`config.mk`:
```
export PLATFORM = sky130hd
export DESIGN_NAME = alarm_set_ctrl
export DESIGN_NICKNAME = d
export VERILOG_FILES = /design/src/rtl/alarm_set_ctrl.sv
export SDC_FILE = /design/constraint.sdc
export NUM_CORES = 1
export LEC_CHECK = 0
export ABC_AREA = 1
export BUFFER_PORTS_ARGS = -buffer_cell sky130_fd_sc_hd__clkbuf_2
export CORE_ASPECT_RATIO = 1.2
export CORE_UTILIZATION = 57
export DETAILED_ROUTE_END_ITERATION = 10
export GPL_TIMING_DRIVEN = 1
export PLACE_DENSITY_LB_ADDON = 0.08
export REMOVE_ABC_BUFFERS = 1
export SETUP_SLACK_MARGIN = 0.4
export SYNTH_ARGS = -nofsm -noshare
export SYNTH_HDL_FRONTEND = slang
export SYNTH_SLANG_ARGS = --single-unit
```
`constraint.sdc`:
```
create_clock -name clk -period 1.7 [get_ports clk]
set_input_delay 0.34 -clock clk [delete_from_list [all_inputs] [get_ports clk]]
set_output_delay 0.34 -clock clk [all_outputs]
set_load 0.05 [all_outputs]
```
`src/rtl/alarm_set_ctrl.sv`:
```
// Button-driven time/alarm setter: synchronized, debounced buttons drive
// an hours/minutes BCD edit FSM that strobes the result into Aclock.
module alarm_set_ctrl #(
    parameter int DEBOUNCE = 3,
    parameter int TIMEOUT  = 100
) (
    input  logic       clk,
    input  logic       reset,
    input  logic       btn_time,
    input  logic       btn_alarm,
    input  logic       btn_inc,
    input  logic       btn_next,
    output logic [1:0] H_in1,
    output logic [3:0] H_in0,
    output logic [3:0] M_in1,
    output logic [3:0] M_in0,
    output logic       LD_time,
    output logic       LD_alarm,
    output logic       editing,
    output logic       field,
    output logic       target
);

    localparam int CW = $clog2(DEBOUNCE + 1);
    localparam int TW = $clog2(TIMEOUT + 1);

    typedef enum logic [1:0] {IDLE, EDIT_H, EDIT_M, COMMIT} state_t;

    // bit order: 0=time 1=alarm 2=inc 3=next
    logic [3:0]    raw, sync1, sync2, acc, acc_d, press;
    logic [CW-1:0] dcnt [4];

    assign raw   = {btn_next, btn_inc, btn_alarm, btn_time};
    assign press = acc & ~acc_d;

    always_ff @(posedge clk or negedge reset) begin
        if (!reset) begin
            sync1 <= '0;
            sync2 <= '0;
            acc   <= '0;
            acc_d <= '0;
            for (int i = 0; i < 4; i++) dcnt[i] <= '0;
        end else begin
            sync1 <= raw;
            sync2 <= sync1;
            acc_d <= acc;
            for (int i = 0; i < 4; i++) begin
                if (sync2[i] == acc[i]) begin
                    dcnt[i] <= '0;
                end else if (dcnt[i] == CW'(DEBOUNCE - 1)) begin
                    acc[i]  <= sync2[i];
                    dcnt[i] <= '0;
                end else begin
                    dcnt[i] <= dcnt[i] + CW'(1);
                end
            end
        end
    end

    state_t        state, state_n;
    logic          target_n;
    logic [1:0]    h1, h1_n;
    logic [3:0]    h0, h0_n, m1, m1_n, m0, m0_n;
    logic [TW-1:0] tcnt, tcnt_n;

    always_ff @(posedge clk or negedge reset) begin
        if (!reset) begin
            state  <= IDLE;
            target <= 1'b0;
            h1     <= '0;
            h0     <= '0;
            m1     <= '0;
            m0     <= '0;
            tcnt   <= '0;
        end else begin
            state  <= state_n;
            target <= target_n;
            h1     <= h1_n;
            h0     <= h0_n;
            m1     <= m1_n;
            m0     <= m0_n;
            tcnt   <= tcnt_n;
        end
    end

    always_comb begin
        state_n  = state;
        target_n = target;
        h1_n     = h1;
        h0_n     = h0;
        m1_n     = m1;
        m0_n     = m0;
        tcnt_n   = tcnt;
        unique case (state)
            IDLE: begin
                tcnt_n = '0;
                if (press[0]) begin
                    state_n  = EDIT_H;
                    target_n = 1'b0;
                end else if (press[1]) begin
                    state_n  = EDIT_H;
                    target_n = 1'b1;
                end
            end
            EDIT_H, EDIT_M: begin
                if (|press) begin
                    tcnt_n = '0;
                end else if (tcnt == TW'(TIMEOUT - 1)) begin
                    state_n = IDLE;
                end else begin
                    tcnt_n = tcnt + TW'(1);
                end
                if (press[3]) begin
                    state_n = (state == EDIT_H) ? EDIT_M : COMMIT;
                end else if (press[2] && state == EDIT_H) begin
                    if (h1 == 2'd2 && h0 == 4'd3) begin
                        h1_n = '0;
                        h0_n = '0;
                    end else if (h0 == 4'd9) begin
                        h1_n = h1 + 2'd1;
                        h0_n = '0;
                    end else begin
                        h0_n = h0 + 4'd1;
                    end
                end else if (press[2]) begin
                    // minutes wrap at 59 without touching hours
                    if (m0 == 4'd9) begin
                        m0_n = '0;
                        m1_n = (m1 == 4'd5) ? 4'd0 : m1 + 4'd1;
                    end else begin
                        m0_n = m0 + 4'd1;
                    end
                end
            end
            COMMIT: begin
                state_n = IDLE;
                tcnt_n  = '0;
            end
            default: state_n = IDLE;
        endcase
    end

    assign H_in1    = h1;
    assign H_in0    = h0;
    assign M_in1    = m1;
    assign M_in0    = m0;
    assign LD_time  = (state == COMMIT) && !target;
    assign LD_alarm = (state == COMMIT) && target;
    assign editing  = (state == EDIT_H) || (state == EDIT_M);
    assign field    = (state == EDIT_M);

endmodule

```
# Word-level counts from Yosys, hierarchy flattened
# Index checks and enable logic that the tools add are counted.
totals:
  ff_bits: 48
  latch_bits: 0
  ramBits: 0
  rom_bits: 0
  output_inout_bits: 19
  wordCells: 104
  mem_count: 0
op_classes:
  n_addsub: 9
  mul: 0
  div_mod_pow: 0
  order_cmp: 0
  n_eq_ne: 21
  n_shift: 0
  mux: 26
  bitwise_logic: 8
  reduce_logical: 22
ops:
  columns: ["operator", "n"]
  rows:
  - ["$mux W2", 15]
  - ["$mux W4", 4]
  - ["$eq A2 B2 Y1 const B", 7]
  - ["$mux W7", 2]
  - ["$pmux W7 S2", 1]
  - ["$add A4 B1 Y4 const B", 3]
  - ["$ne A3 B3 Y1 const B", 4]
  - ["$add A2 B1 Y2 const B", 5]
  - ["$reduce_and A2 Y1", 5]
  - ["$eq A4 B4 Y1 const B", 2]
  - ["$reduce_and A4 Y1", 2]
  - ["$add A7 B1 Y7 const B", 1]
  - ["$eq A7 B7 Y1 const B", 1]
  - ["$not A1 Y1", 6]
  - ["$pmux W2 S3", 1]
  - ["$reduce_and A3 Y1", 2]
  - ["$reduce_and A5 Y1", 1]
  - ["$and A4 B4 Y4", 1]
  - ["$eq A1 B1 Y1", 4]
  - ["$eq A4 B2 Y1 const B", 1]
  - ["$eq A4 B3 Y1 const B", 1]
  - ["$logic_and A1 B1 Y1", 4]
  - ["$not A4 Y4", 1]
  - ["$reduce_bool A2 Y1", 2]
  - ["other kinds (7)", 10]

# Logic depth before layout (Yosys ltp)
# Gate-level depths: netlist of run 1.
depth:
  depth_word: 6
  depth_mapped: 10
  ltp_nobuf: 9

# Worst setup path after synthesis of run 1
# No wires, ideal clock.
synth_timing:
  path_type: "reg-to-reg"
  startpoint: "reg state[0]"
  endpoint: "reg m1[1] (netlist: M_in1[1])"
  t_arrival_ps: 1785
  required_time_ps: 1578
  setup_slack_ps: -207
  stages_incl_launch_ff: 11
  n_path_buf: 1
  period_less_slack_ps: 1907
  path_cell_list: "dfrtp_1 inv_1 ha_1 buf_4 nand2_2 inv_2 nand2_4 nor2_4 nand2_1 nand2_1 o21ai_2"
synth_via:
  elab_chain_len: 4
synth_lines:
  columns: ["element", "line_no", "rtl"]
  rows:
  - ["start, declared", "60", "state_t state, state_n;"]
  - ["start signal, assigned", "76", "state <= state_n;"]
  - ["$eq A2 B1 Y1", "94, 115", null]
  - ["$logic_and A1 B1 Y1", "115", "end else if (press[2] && state == EDIT_H) begin"]
  - ["$not A1 Y1 (no source line)", null, null]
  - ["$reduce_and A5 Y1 (no source line) *", null, null]
  - ["end signal, assigned", "80", "m1 <= m1_n;"]
  - ["end, declared", "63", "logic [3:0] h0, h0_n, m1, m1_n, m0, m0_n;"]
# Mark *: on every way between the ends. The rest lies on a longest branch, timed or not.
# A chain may end at the register's enable or synchronous reset.

# Worst setup path in the final report of run 1
layout_timing:
  startpoint: "reg state[1]"
  endpoint: "out editing"
layout_via:
  elab_chain_len: 2
layout_lines:
  columns: ["element", "line_no", "rtl"]
  rows:
  - ["$eq A2 B1 Y1 / $eq A2 B2 Y1 (equally long branches)", "149", "assign editing = (state == EDIT_H) || (state == EDIT_M);"]
  - ["$logic_or A1 B1 Y1 *", "149", null]
  - ["end, declared", "19", "output logic editing,"]
# Marked as above.

==> flow_metrics.tcl, run 1 <==
set metrics [dict create \
    clkTransAtPathRegs_ns 0.10 \
    synth_area_mm2 0.00225 \
    cts_tree "yes" \
    vdd_ir_drop_max_uv 1000 \
    total_power_mw 5.16 \
    post-dp-hpwl_mm 2.57 \
    drc_errors 0 \
    grt_usage_pct 21.8 \
    drt_pass1_iterations 4 \
    dieArea_mm2 0.00420 \
    start_util_pct 60.8 \
    grt_pass1_vias 1669 \
    grt_pass1_wl_mm 6.88 \
    layout_commonest_cell "nand2_1" \
    grt_setup_unrepaired "true" \
    report.final.slew_viol_count 0 \
    worst_slew_margin_rel_pct 78.0 \
    synth_cell_types 29 \
    cts_num_sinks 48 \
    final_cell_mix "42 x nand2_1, 39 x dfrtp_1, 32 x inv_1, 17 x buf_4" \
    wl_per_cell_um 13.7 \
    fin_util_pct 83.4 \
    critPathLaunchType "flop" \
    cts_made_buffers 5 \
    powerDensity_mw_per_mm2 1670 \
    drive_above_1_share_pct 35.3 \
    critical_path_arrival_ns 1.26 \
    viasPerCell 5.18 \
    multiInputGateArea_mm2 0.00107 \
    drv_cap 0 \
    syn-instance-count 240 \
    insertion_delay_ns 0.31 \
    root_buffer "clkbuf_8" \
    finalCritPeriodShare_pct 94.4 \
    wl_mm 4.72 \
    seqCellArea_mm2 0.00121 \
    hold_path_class "in2async" \
    vias 1781 \
    coreArea_mm2 0.00369 \
    portBuffers 24 \
    max_slew.worst_pin.slew_ns 0.327 \
    synth-seq-cells 48 \
    critPathRequiredTime_ns 1.36 \
    nNetsFinal 304 \
    drt_iter0_markers 81 \
    synth.yosys.warnings 0 \
    gp_congestion 0.811 \
    yosysSeqAreaShare_pct 53.5 \
    die_y_um 70.8 \
    io_pins 25 \
    finalCriticalPeriod_ns 1.60 \
    skew_ns 0.00855 \
    finalSetupViolCount 0 \
    max_clock_freq_ghz 0.623 \
    r2r_slack_ns 0.14 \
    fillers 195 \
    endpoint_kind "output port" \
    row_count 24 \
    whs_ns -0.000213 \
    status "finished with violations" \
    htreeDepth 2 \
    hold_viol 1 \
    ctsLongestPathBuffers 2 \
    area_delta_synth_final_pct 37.1 \
    worstPathMaxFanout 4 \
    crit_type "reg2out" \
    grt_max_degree 49 \
    syn_avg_cell_area_um2 9.36 \
    leakagePower_nw 1.49 \
    violations "hold timing" \
    antennaDiodeCount 0 \
    drtAntennaViolNets 0 \
    antenna_found_initial 0 \
    chipWidth_um 59.3 \
    globalRouteOverflowTotal 0 \
]
per-layer routing:
metal | GRT usage [%] | vias up | wire length [um]
met5 | 0 | - | 0
met4 | 7.41 | 0 | 114
met3 | 4.94 | 13 | 145
met2 | 38.0 | 39 | 2530
met1 | 25.9 | 864 | 1930
li1 | - | 865 | -
final timing paths:
path                       startpoint        to  depth (start not counted)
setup / recovery             state[1]   editing                          3
hold / removal                  reset   tcnt[4]                          2
max in group asynchronous       reset  H_in0[2]                          2
min in group clk            btn_alarm  sync1[1]                          1
hold reg to reg              sync1[2]  sync2[2]                          0
setup reg to reg             state[1]  state[1]                         10
layout make-up:
cell class              instances  share of cell area, %
repair buffers                 45                   15.5
well taps                      52                   2.11
flip-flops and latches         48                   39.4
multi-input cells             154                   34.7
inverters                      37                   4.59
clock buffers                   5                   2.23
clock inverters                 3                   1.50
critical path, stage by stage (launching register included):
cell	delay, ns
dfrtp_2	0.42
inv_2	0.08
ha_4	0.30
clkbuf_16	0.16
cells by family after synthesis:
family	synth area share, %
AND/OR/NAND/NOR	26.3
buffers and inverters	6.52
AO/OA/AOI/OAI	4.57
flip-flops	53.5
multiplexers	1.34
adder cells (fa/ha/maj)	3.90
XOR/XNOR	3.90
flip-flops by register name, summed over array words and instances, names as in the netlist:
name,count
sync2,4
M_in0,4
acc,4
dcnt,8
H_in1,2
sync1,4
state,2
M_in1,4
acc_d,4
tcnt,7
target,1
H_in0,4
through the flow:
stage	std cells	TNS (ns)	hold slack, ns	setup WS [ns]	instance area, um^2
after global routing	344	0	0.0219	0.0596	3080
after CTS	333	0	0.0149	0.0917	2810
after detailed placement	317	0	0.340	0.134	2450
final	344	0	-0.000213	0.0954	3080
after floorplan	239	-1.67	0.0444	-0.238	2240
after global placement	317	0	0.333	0.188	2450
what timing repair did:
action	4_1_cts	5_1_grt
setup buffers	8	11
hold buffers	0	0
gates resized for setup	45	52
endpoints found under the setup margin	35	35
pin swaps	3	7
power breakdown:
part	internal, mW	total (mW)	switching, mW
clock	0.443	0.841	0.398
combinational	1.09	2.60	1.51
sequential	1.44	1.71	0.267
total	2.98	5.16	2.18
synthesized netlist by cell type (all sizes together):
library cell | n | share of area, %
nand2 | 56 | 10
nor2 | 23 | 5.3
mux2i | 3 | 1.3
nor3 | 11 | 2.9
nand4 | 8 | 2.9
o21a | 2 | 0.67
inv | 37 | 6.2
o21ai | 11 | 2.6
a21oi | 2 | 0.45
o22ai | 3 | 0.84
nor3b | 1 | 0.56
xnor2 | 4 | 1.6
nand3 | 16 | 3.8
dfrtp | 48 | 53
ha | 7 | 3.9
buf | 1 | 0.33
nand3b | 1 | 0.33
xor2 | 6 | 2.3
No activity file was read; power rests on OpenSTA's default activity.
==> run 2: changes to the inputs <==
--- a/config.mk
+++ b/config.mk
@@ -7,7 +7,7 @@
 export LEC_CHECK = 0
 export ABC_AREA = 1
 export BUFFER_PORTS_ARGS = -buffer_cell sky130_fd_sc_hd__clkbuf_2
-export CORE_ASPECT_RATIO = 1.2
+export CORE_ASPECT_RATIO = 1.1
 export CORE_UTILIZATION = 57
 export DETAILED_ROUTE_END_ITERATION = 10
 export GPL_TIMING_DRIVEN = 1
==> run 2 against run 1 <==
  * The flow still finishes with violations (hold timing)
  * Power up 3.0%
  * Clock power shrank 3.4%
  * Global-route usage shrank 0.44 points
  * Largest power group unchanged
==> flow_metrics.tcl, run 2 (synthesis gave the netlist of run 1 again) <==
set metrics [dict create \
    row_count 23 \
    drt_pass1_iterations 4 \
    wl_per_cell_um 13.9 \
    chipWidth_um 61.9 \
    leakagePower_nw 1.52 \
    drv_cap 0 \
    coreArea_mm2 0.00371 \
    drive_above_1_share_pct 38.0 \
    area_delta_synth_final_pct 39.1 \
    worstPathMaxFanout 6 \
    critPathRequiredTime_ns 1.94 \
    gp_congestion 0.760 \
    whs_ns -0.0125 \
    powerDensity_mw_per_mm2 1700 \
    violations "hold timing" \
    viasPerCell 5.12 \
    post-dp-hpwl_mm 2.71 \
    worst_slew_margin_rel_pct 66.6 \
    max_clock_freq_ghz 0.608 \
    cts_tree "yes" \
    final_cell_mix "44 x nand2_1, 38 x dfrtp_1, 31 x inv_1, 24 x buf_4, 15 x nor2_1" \
    reg_top3 "dcnt: 8 flops, tcnt: 7 flops" \
    grt_pass1_wl_mm 6.38 \
    globalRouteOverflowTotal 0 \
    dp.cells 315 \
    drtAntennaViolNets 0 \
    root_buffer "clkbuf_8" \
    htreeDepth 2 \
    regMostFlops "dcnt" \
    vdd_ir_drop_max_uv 948 \
    status "finished with violations" \
    hold_path_class "in2async" \
    finalSetupTns_ns 0 \
    finalCritPeriodShare_pct 96.7 \
    layout_commonest_cell "nand2_1" \
    skew_ns 0.00433 \
    crit_type "reg2reg" \
    insertion_delay_ns 0.30 \
    drt_iter0_markers 106 \
    drc_errors 0 \
    ctsLongestPathBuffers 2 \
    cts_made_buffers 5 \
    cts_num_sinks 48 \
    grt_max_degree 32 \
    critical_path_arrival_ns 1.89 \
    critPathLaunchType "flop" \
    grt_usage_pct 21.3 \
    wl_mm 4.87 \
    dieArea_mm2 0.00420 \
    antenna_found_initial 0 \
    nNetsFinal 312 \
    antennaDiodeCount 0 \
    portBuffers 24 \
    clkTransAtPathRegs_ns 0.09 \
    start_util_pct 60.5 \
    grt_setup_unrepaired "true" \
    endpoint_kind "flop" \
    finalCriticalPeriod_ns 1.64 \
    die_y_um 67.8 \
    max_slew.worst_pin.slew_ns 0.500 \
    largest_reg_flops 8 \
    finalSetupViolCount 0 \
    io_pins 25 \
    report.final.slew_viol_count 0 \
    fin_cells 350 \
    vias 1793 \
    hold_viol 16 \
    total_power_mw 5.31 \
    grt_pass1_vias 1553 \
]
## run 2: worst max-delay path, cell delays in order, from the launching register on
cell and delay [ns]:
dfrtp_1 0.42, inv_2 0.10, ha_4 0.22, buf_4 0.14, buf_6 0.11, buf_6 0.12
buf_6 0.13, o22ai_2 0.16, nand3_1 0.12, nand2_1 0.08
## run 2: cell type report
class                   count  area, um^2
clock inverters             3        42.5
multi-input cells         155        1050
repair buffers             52         539
fillers                   196         588
inverters                  37         146
clock buffers               5        68.8
well taps                  50        62.6
flip-flops and latches     48        1210
## run 2: repair_timing
action,4_1_cts,5_1_grt
endpoints found under the hold margin,0,0
pin swaps,1,13
buffers inserted,11,15
hold buffers,0,0
gates cloned,0,1
endpoints found under the setup margin,38,37
resized for setup,47,54
## run 2: power breakdown
| part | internal, mW | leakage, nW | switching, mW |
|---|---|---|---|
| logic | 1.20 | 0.870 | 1.59 |
| registers | 1.45 | 0.598 | 0.264 |
| clock network | 0.435 | 0.0541 | 0.377 |
## run 2: layer usage
layer  vias to the layer above  global-route usage, %  wire length [um]  part of all wire, %
li1                        879                      -                 -                    -
met1                       870                   25.6              2080                   43
met2                        35                   36.0              2560                   53
met3                         9                   6.24               123                  2.5
met4                         0                   7.78                97                  2.0
met5                         -                      0                 0                    0
## run 2: final timing paths
kind / start / endpoint / slack (ns) / depth (start not counted)
max: state[0] / state[0] / 0.06 / 9
min: reset / M_in1[2] / -0.01 / 1
max reg2reg: state[0] / state[0] / 0.06 / 9
min reg2reg: sync1[3] / sync2[3] / 0.36 / 0
max in group asynchronous: reset / H_in1[1] / 1.18 / 2
min in group clk: btn_alarm / sync1[1] / 0.14 / 1
## run 2: stage by stage
step	util (%)	hold WS [ns]	instance area (um^2)	setup slack (ns)
5_1_grt	84.2	0.0127	3120	-0.0213
6_report	84.2	-0.0125	3120	0.0563
3_5_place_dp	66.0	0.338	2450	0.109
4_1_cts	76.2	0.00723	2830	0.101
3_3_place_gp	66.0	0.320	2450	0.191
2_1_floorplan	-	0.0444	2240	-0.238
